===== src/rtl/sensor_drain_ctrl.sv =====
`default_nettype none
// +--------------------------------------------------------------------------+
// | Module      : sensor_drain_ctrl                                          |
// | Description : Arms the sensor controller, then copies each full buffer   |
// |               to memory over a req/gnt write port. Continuous capture is |
// |               enabled by defining SENSOR_DRAIN_CONT_EN.                  |
// | Revision    : 1.0 - initial release                                      |
// +--------------------------------------------------------------------------+
module sensor_drain_ctrl #(
  parameter int DEPTH = 64,
  parameter int AW    = 6
) (
  input  logic          clk,
  input  logic          rstn,
  input  logic          cfg_start,
  input  logic          cfg_stop,
  input  logic [31:0]   cfg_base,
  input  logic          sctrl_interrupt,
  input  logic [31:0]   sctrl_out,
  output logic          sctrl_en,
  output logic          sctrl_clear,
  output logic [AW-1:0] sctrl_addr,
  output logic          mem_req,
  output logic [31:0]   mem_addr,
  output logic [31:0]   mem_wdata,
  input  logic          mem_gnt,
  output logic          busy,
  output logic          done
);

  localparam logic [2:0] c_IDLE  = 3'd0;
  localparam logic [2:0] c_ARM   = 3'd1;
  localparam logic [2:0] c_READ  = 3'd2;
  localparam logic [2:0] c_WRITE = 3'd3;
  localparam logic [2:0] c_CLEAR = 3'd4;
  localparam logic [2:0] c_DONE  = 3'd5;

  localparam logic [AW-1:0] c_LAST_IDX = AW'(DEPTH - 1);
`ifdef SENSOR_DRAIN_CONT_EN
  localparam logic [31:0] c_BLOCK_BYTES = 32'(DEPTH * 4);
`endif

  logic [2:0]    r_state;
  logic [AW-1:0] r_idx;
  logic [31:0]   r_base;
  logic [31:0]   r_data;
`ifdef SENSOR_DRAIN_CONT_EN
  logic          r_stop;
`endif

  always_ff @(posedge clk) begin
    if (!rstn) begin
      r_state <= c_IDLE;
      r_idx   <= '0;
      r_base  <= '0;
      r_data  <= '0;
`ifdef SENSOR_DRAIN_CONT_EN
      r_stop  <= 1'b0;
`endif
    end else begin
`ifdef SENSOR_DRAIN_CONT_EN
      // A stop outside ARM lets the current block finish, then ends the run.
      if (cfg_stop && r_state != c_IDLE && r_state != c_ARM)
        r_stop <= 1'b1;
`endif
      case (r_state)
        c_IDLE: begin
          if (cfg_start) begin
            r_base  <= {cfg_base[31:2], 2'b00};
            r_idx   <= '0;
            r_state <= c_ARM;
          end
        end
        c_ARM: begin
          if (cfg_stop)
            r_state <= c_IDLE;
          else if (sctrl_interrupt)
            r_state <= c_READ;
        end
        c_READ: begin
          r_data  <= sctrl_out;
          r_state <= c_WRITE;
        end
        c_WRITE: begin
          if (mem_gnt) begin
            if (r_idx == c_LAST_IDX) begin
              r_state <= c_CLEAR;
            end else begin
              r_idx   <= r_idx + 1'b1;
              r_state <= c_READ;
            end
          end
        end
        c_CLEAR: r_state <= c_DONE;
        c_DONE: begin
`ifdef SENSOR_DRAIN_CONT_EN
          if (r_stop || cfg_stop) begin
            r_state <= c_IDLE;
            r_stop  <= 1'b0;
          end else begin
            r_state <= c_ARM;
            r_base  <= r_base + c_BLOCK_BYTES;
            r_idx   <= '0;
          end
`else
          r_state <= c_IDLE;
`endif
        end
        default: r_state <= c_IDLE;
      endcase
    end
  end

  assign busy        = (r_state != c_IDLE);
  assign sctrl_en    = (r_state == c_ARM);
  assign sctrl_clear = (r_state == c_CLEAR);
  assign sctrl_addr  = r_idx;
  assign mem_req     = (r_state == c_WRITE);
  assign mem_addr    = mem_req ? (r_base + 32'({r_idx, 2'b00})) : 32'd0;
  assign mem_wdata   = mem_req ? r_data : 32'd0;
  assign done        = (r_state == c_DONE);

endmodule
`default_nettype wire


===== config.mk =====
export PLATFORM = sky130hd
export DESIGN_NAME = sensor_drain_ctrl
export DESIGN_NICKNAME = d
export VERILOG_FILES = /design/src/rtl/sensor_drain_ctrl.sv
export SDC_FILE = /design/constraint.sdc
export NUM_CORES = 1
export LEC_CHECK = 0
export ABC_AREA = 1
export BUFFER_PORTS_ARGS = -buffer_cell sky130_fd_sc_hd__clkbuf_2
export CORE_UTILIZATION = 50
export DETAILED_ROUTE_END_ITERATION = 6
export GPL_TIMING_DRIVEN = 1
export MAX_ROUTING_LAYER = met4
export PLACE_DENSITY = 0.92
export SLEW_MARGIN = 20
export SYNTH_ARGS = -nofsm -noshare
export SYNTH_HDL_FRONTEND = slang
export SYNTH_SLANG_ARGS = --single-unit

===== constraint.sdc =====
create_clock -name clk -period 2.2 [get_ports clk]
set_input_delay 0.44 -clock clk [delete_from_list [all_inputs] [get_ports clk]]
set_output_delay 0.44 -clock clk [all_outputs]
set_load 0.02 [all_outputs]

==> results of run 1 <==
==> cells in the final DEF (no fill, tap or decap), types with 2 or more instances in the layout <==
master     Yosys  routed
a21oi_1       84      74
a21oi_2        0       9
buf_12         0       2
buf_4          2      44
buf_6          0      14
buf_8          0       3
bufinv_16      0       2
clkbuf_2       0     113
clkbuf_8       0      17
clkinv_2       0       2
conb_1         1       2
dfxtp_1       71      52
dfxtp_2        0      17
dfxtp_4        0       2
ha_4           0       6
inv_1        100      93
inv_2          2       7
inv_4          0       2
nand2_1      116      86
nand2_2        1      13
nand2_4        1      15
nand2_8        0       4
nand3_1       34      19
nand3_2        0      10
nand3_4        0       5
nand4_1        2       2
nor2_1       108      84
nor2_2         1      18
nor2_4         0       7
nor3_1         7       4
nor3_2         1       3
o21ai_0       73      70
o21ai_1        0       2
xor2_1         3       2
==> layer usage <==
layer	wire [um]	vias to the layer above
met3	1480	128
met2	7120	400
met5	0	-
met4	1010	0
li1	-	2373
met1	5650	2312
==> cell families after synthesis <==
| logic type | share of synthesized area (%) |
|---|---|
| XOR/XNOR | 0.877 |
| buffers and inverters | 13.0 |
| adder cells (fa/ha/maj) | 2.69 |
| AND/OR/NAND/NOR | 27.7 |
| other | 0.0939 |
| flip-flops | 35.6 |
| AO/OA/AOI/OAI | 20.1 |
==> where the power goes <==
group          internal [W]  switching [W]  leakage [nW]
Clock              0.000630       0.000533         0.105
Combinational      0.000321       0.000518          2.00
Sequential          0.00142       0.000128         0.589
Total               0.00238        0.00118          2.69
==> stage by stage <==
stage	worst slack, ps	util, %	instance area (um2)	total power, W	instances
6_report	-486	78.6	6070	0.00356	921
5_1_grt	-712	78.6	6070	0.00370	921
4_1_cts	-353	74.4	5750	0.00340	912
3_5_place_dp	-191	64.7	5000	0.00220	890
3_3_place_gp	-138	64.7	5000	0.00218	890
2_1_floorplan	-14.3	-	4060	0.00196	648
==> synthesized netlist by cell type (2+ instances only) <==
library cell | count | area (um2)
nor2_1 | 108 | 405
nor3_1 | 7 | 35.0
dfxtp_1 | 71 | 1420
buf_4 | 2 | 15.0
nand2_1 | 116 | 435
inv_2 | 2 | 7.51
o21ai_0 | 73 | 365
clkbuf_1 | 14 | 52.6
buf_2 | 12 | 60.1
nand3_1 | 34 | 170
nand4_1 | 2 | 12.5
a21oi_1 | 84 | 420
ha_1 | 7 | 87.6
xor2_1 | 3 | 26.3
inv_1 | 100 | 375
==> cell type report <==
cell class | count | area, um2
Inverter | 102 | 388
Multi-Input combinational cell | 446 | 2640
Clock inverter | 6 | 86.3
Fill cell | 495 | 1660
Clock buffer | 9 | 124
Sequential cell | 71 | 1450
Tap cell | 102 | 128
Timing Repair Buffer | 185 | 1250
==> path summary, 6_finish.rpt <==
path | startpoint | end
max | r_base[2] | mem_addr[8]
min | sctrl_out[17] | r_data[17]
min reg2reg | r_data[11] | r_data[11]
max reg2reg | sctrl_addr[1] | sctrl_addr[1]
==> state kept, by name (all words and copies together) (netlist names) <==
name and flops:
r_base 30, r_data 32, r_state 3, sctrl_addr 6
==> critical path, stage by stage, from the launching register on <==
cell and delay, ps:
dfxtp_2 360, ha_4 150, inv_4 30, fa_2 350, inv_2 100, nand3_2 90, nand3_4 110, nand2_1 110
nand2_4 130, o21ai_0 120, a21oi_2 160, clkbuf_8 160
==> repair_timing <==
action	4_1_cts	5_1_grt
pin swaps	23	34
setup buffers	7	10
setup endpoints to repair	29	61
gates resized for setup	121	90
==> results.md, run 1 <==
* Failing checks: negative setup slack
* CP Launch Type: flip-flop
* GRT overflow at 0
* Final wirelength at 15.3 mm
* Worst Hold Path Cells at 3
* Area growth, synth to finish at 52.0%
* Minimum clock period at 2690 ps
* Post-Syn Area at between 3000 and 4000 um2
* Hold_buf cts at 0
* TNS Setup at -10020 ps
* Crit Path Category: reg2out
* Final ANT Viol Nets at 0
* Worst R2R Path Depth at 14
* Residual DRC at 0
* First-pass GRT wire length at 21.4 mm
* Cts bufs inserted at 9
* DPL Wire Length at ~8.0 mm
* Final setup vio count at 28
* IO Pins at 145
* Hold Vio Cnt, Final at 0
* EDFF count, synth at 0
* Avg Cell Area, Syn at 6.17 um2
* VDD IR max at ~0.00040 V
* IO buf count at 140
* Crit path DAT at 2250 ps
* CTS tree: built
* Routed len/inst at between 15 and 20 um
* Placer congestion estimate at 0.940
* Top_reg_cell synth: dfxtp_1
* Worst-path maximum fanout at 6
* # rows at 32
* Final hold slack at 357 ps
* GRT met2 Usage at 53.8%
* Number of distinct library cells after synthesis at 27
* Ys async rst share at 0%
* Max Slew Vio Count at 0
* Core area at 7730 um2
* Drt pass-1 iters at 6
* Tightest Hold Check Type: in2reg
* Clk_skew at 11.9 ps
* M3 GR Usage at 7.20%
* Period utilisation layout at 122%
* FMAX at about 370 MHz
* Skew-Pair Late Insertion Delay at between 300 and 400 ps
* Initial antenna violation count at 0
* Die Span Y at 91.4 um
* GR Util met1 at 38.8%
* CTS Root Cell: clkbuf_8
* Die area at 8350 um2
* GRT Total Usage at 33.4%
* First DRT Iteration DRCs at 591
* Setup WS post-layout at -486 ps
* Initial Utilization at between 50% and 60%
* CTS Buffer Depth at 2
* Leak at 2.69 nW
* Synth warn at 0
* RSZ-0062 raised after global routing: yes
* Largest net degree at the start of global routing at 61
* Vias in the first global route at 4651
* Synth Instances at roughly 650
* Worst EP required at ~1800 ps
* Die W at 91.4 um
* Share of cells above drive strength 1 at roughly two fifths
* Reg clk slew, reported paths at 80 ps
* #FFs+latches synth at between 70 and 80
* ANT cells at 0
* Status: finished, violations left
* CTS H-Tree Depth at 3
* Sink Count at 71
* DR vias at roughly 5200
* Max-cap violation count at 0
* Pwr dens at 586 nW/um2
* Worst reg2reg setup slack at 340 ps
* Crit. End Element: primary output
* DR vias/cell at 5.66
* Busiest layer in global routing: met2
* Sequential element share of the synthesized area at 35.6%
* Final net count at 893
(Power assumes the default switching activity.)
==> inputs of run 2 (changes only) <==
- SKIP_CTS_REPAIR_TIMING: not set -> 1
==> results.md, run 2 (synthesis results as in run 1) <==
* Status: finished, violations left
* Failing checks: design-rule violations, negative setup slack
* Area growth, synth to finish at 50.3%
* Routed len/inst at approximately 16 um
* Crit. End Element: primary output
* Util after Layout at just under 80%
* Leak at 2.62 nW
* DR vias at 5027
* Share of cells above drive strength 1 at 39.7%
* Core area at around 7700 um2
* Setup WS post-layout at -479 ps
* Residual DRC at 10
* Final wirelength at 14.4 mm
* Fill cell count at 497
* Worst reg2reg setup slack at 470 ps
* FMAX at 373 MHz
* GRT overflow at 0
* Commonest cells after routing, fill and taps aside: 112 x clkbuf_2, 92 x inv_1, 90 x nor2_1
* IO Pins at 145
* First DRT Iteration DRCs at between 500 and 600
* Largest net degree at the start of global routing at 61
* CTS H-Tree Depth at 3
* Worst rel slew slack at 66.1%
* Clk_skew at 6.45 ps
* Post-Place Setup Slack at -191 ps
* Final ANT Viol Nets at 0
* # rows at 32
* VDD IR max at 0.000361 V
* Biggest register: r_data
* DR vias/cell at between 5 and 6
* Skew-Pair Late Insertion Delay at 350 ps
* Least-Margin Pin Slew at 508 ps
* ANT cells at 0
* Final net count at around 890
* Period utilisation layout at 122%
* Minimum clock period at 2680 ps
* Placer congestion estimate at about 0.94
* RSZ-0062 raised after global routing: yes
* Hold Vio Cnt, Final at 0
* Initial antenna violation count at 0
* Pwr Total at 0.00353 W
* CTS Root Cell: clkbuf_8
* Crit path DAT at 2240 ps
* Max FFs per register at 32
* IO buf count at 140
* Vias in the first global route at 4084
* Crit Path Category: reg2out
* Max-cap violation count at 0
* Tightest Hold Check Type: in2reg
* Worst-path maximum fanout at 6
* Drt pass-1 iters at 7
* Reg clk slew, reported paths at 80 ps
* CP Launch Type: flip-flop
* Max Slew Vio Count at 0
* Sink Count at 71
* Initial Utilization at 51.7%
* Die area at 8350 um2
* GRT Total Usage at a little over a quarter
* TNS Setup at -8320 ps
* CTS tree: built
* First-pass GRT wire length at about 18 mm
* Pwr dens at 588 nW/um2
* Most common cell after layout, fill and taps aside: clkbuf_2
* Register area at 1450 um2
* Cts bufs inserted at 9
* Final setup vio count at 28
* Multi-input gate area at around 2700 um2
* CTS Buffer Depth at 2
* Die W at 91.4 um
* Die Span Y at 91.4 um
* Worst EP required at 1760 ps
* DPL Wire Length at 7.99 mm
[run 2: cell types whose count changed in the layout (fill, tap and decap cells not counted), sizes merged]
cell	delta
buf	+2
clkbuf	-9
[run 2: critical path, cell delays in order (launching register included)]
cell and delay (ps):
dfxtp_2 350, ha_4 290, buf_4 160, nand2_2 110, nor2_2 210, nand3_4 170, nand2_8 160, buf_6 110
xor2_2 140, nor2_2 50, buf_6 130
[run 2: layer usage]
layer / up-vias / wire length, um / share of wire (%) / GRT usage (%)
li1: 2359 / - / - / -
met1: 2256 / 5610 / 39 / 32.3
met2: 341 / 6810 / 47 / 44.9
met3: 71 / 1320 / 9.1 / 5.61
met4: 0 / 684 / 4.7 / 13.1
met5: - / 0 / 0 / -
[run 2: where the power goes]
group / leakage, nW / total, W / internal [W] / switching [W]
combinational: 1.93 / 0.000826 / 0.000315 / 0.000511
clock: 0.105 / 0.00116 / 0.000630 / 0.000526
sequential: 0.588 / 0.00155 / 0.00142 / 0.000127
[run 2: worst paths after layout]
| check | cells after the start | from | end |
|---|---|---|---|
| min reg2reg | 2 | r_data[11] | r_data[11] |
| min | 3 | sctrl_out[17] | r_data[17] |
| max reg2reg | 13 | sctrl_addr[1] | sctrl_addr[1] |
| max | 10 | r_base[7] | mem_addr[14] |
[run 2: stage by stage]
stage / instance area, um2 / instances / hold WS (ps)
after global routing: 6000 / 914 / 364
after global placement: 5000 / 890 / 436
final: 6000 / 914 / 360
after detailed placement: 5000 / 890 / 440
after floorplan: 4060 / 648 / 427
after CTS: 5210 / 905 / 352
[run 2: cell type report]
| class | instances | share of cell area (%) |
|---|---|---|
| multi-input combinational | 446 | 44.4 |
| sequential | 71 | 24.1 |
| timing repair buffer | 178 | 19.5 |
| inverter | 102 | 6.38 |
| tap | 102 | 2.13 |
| clock buffer | 9 | 2.06 |
| clock inverter | 6 | 1.44 |
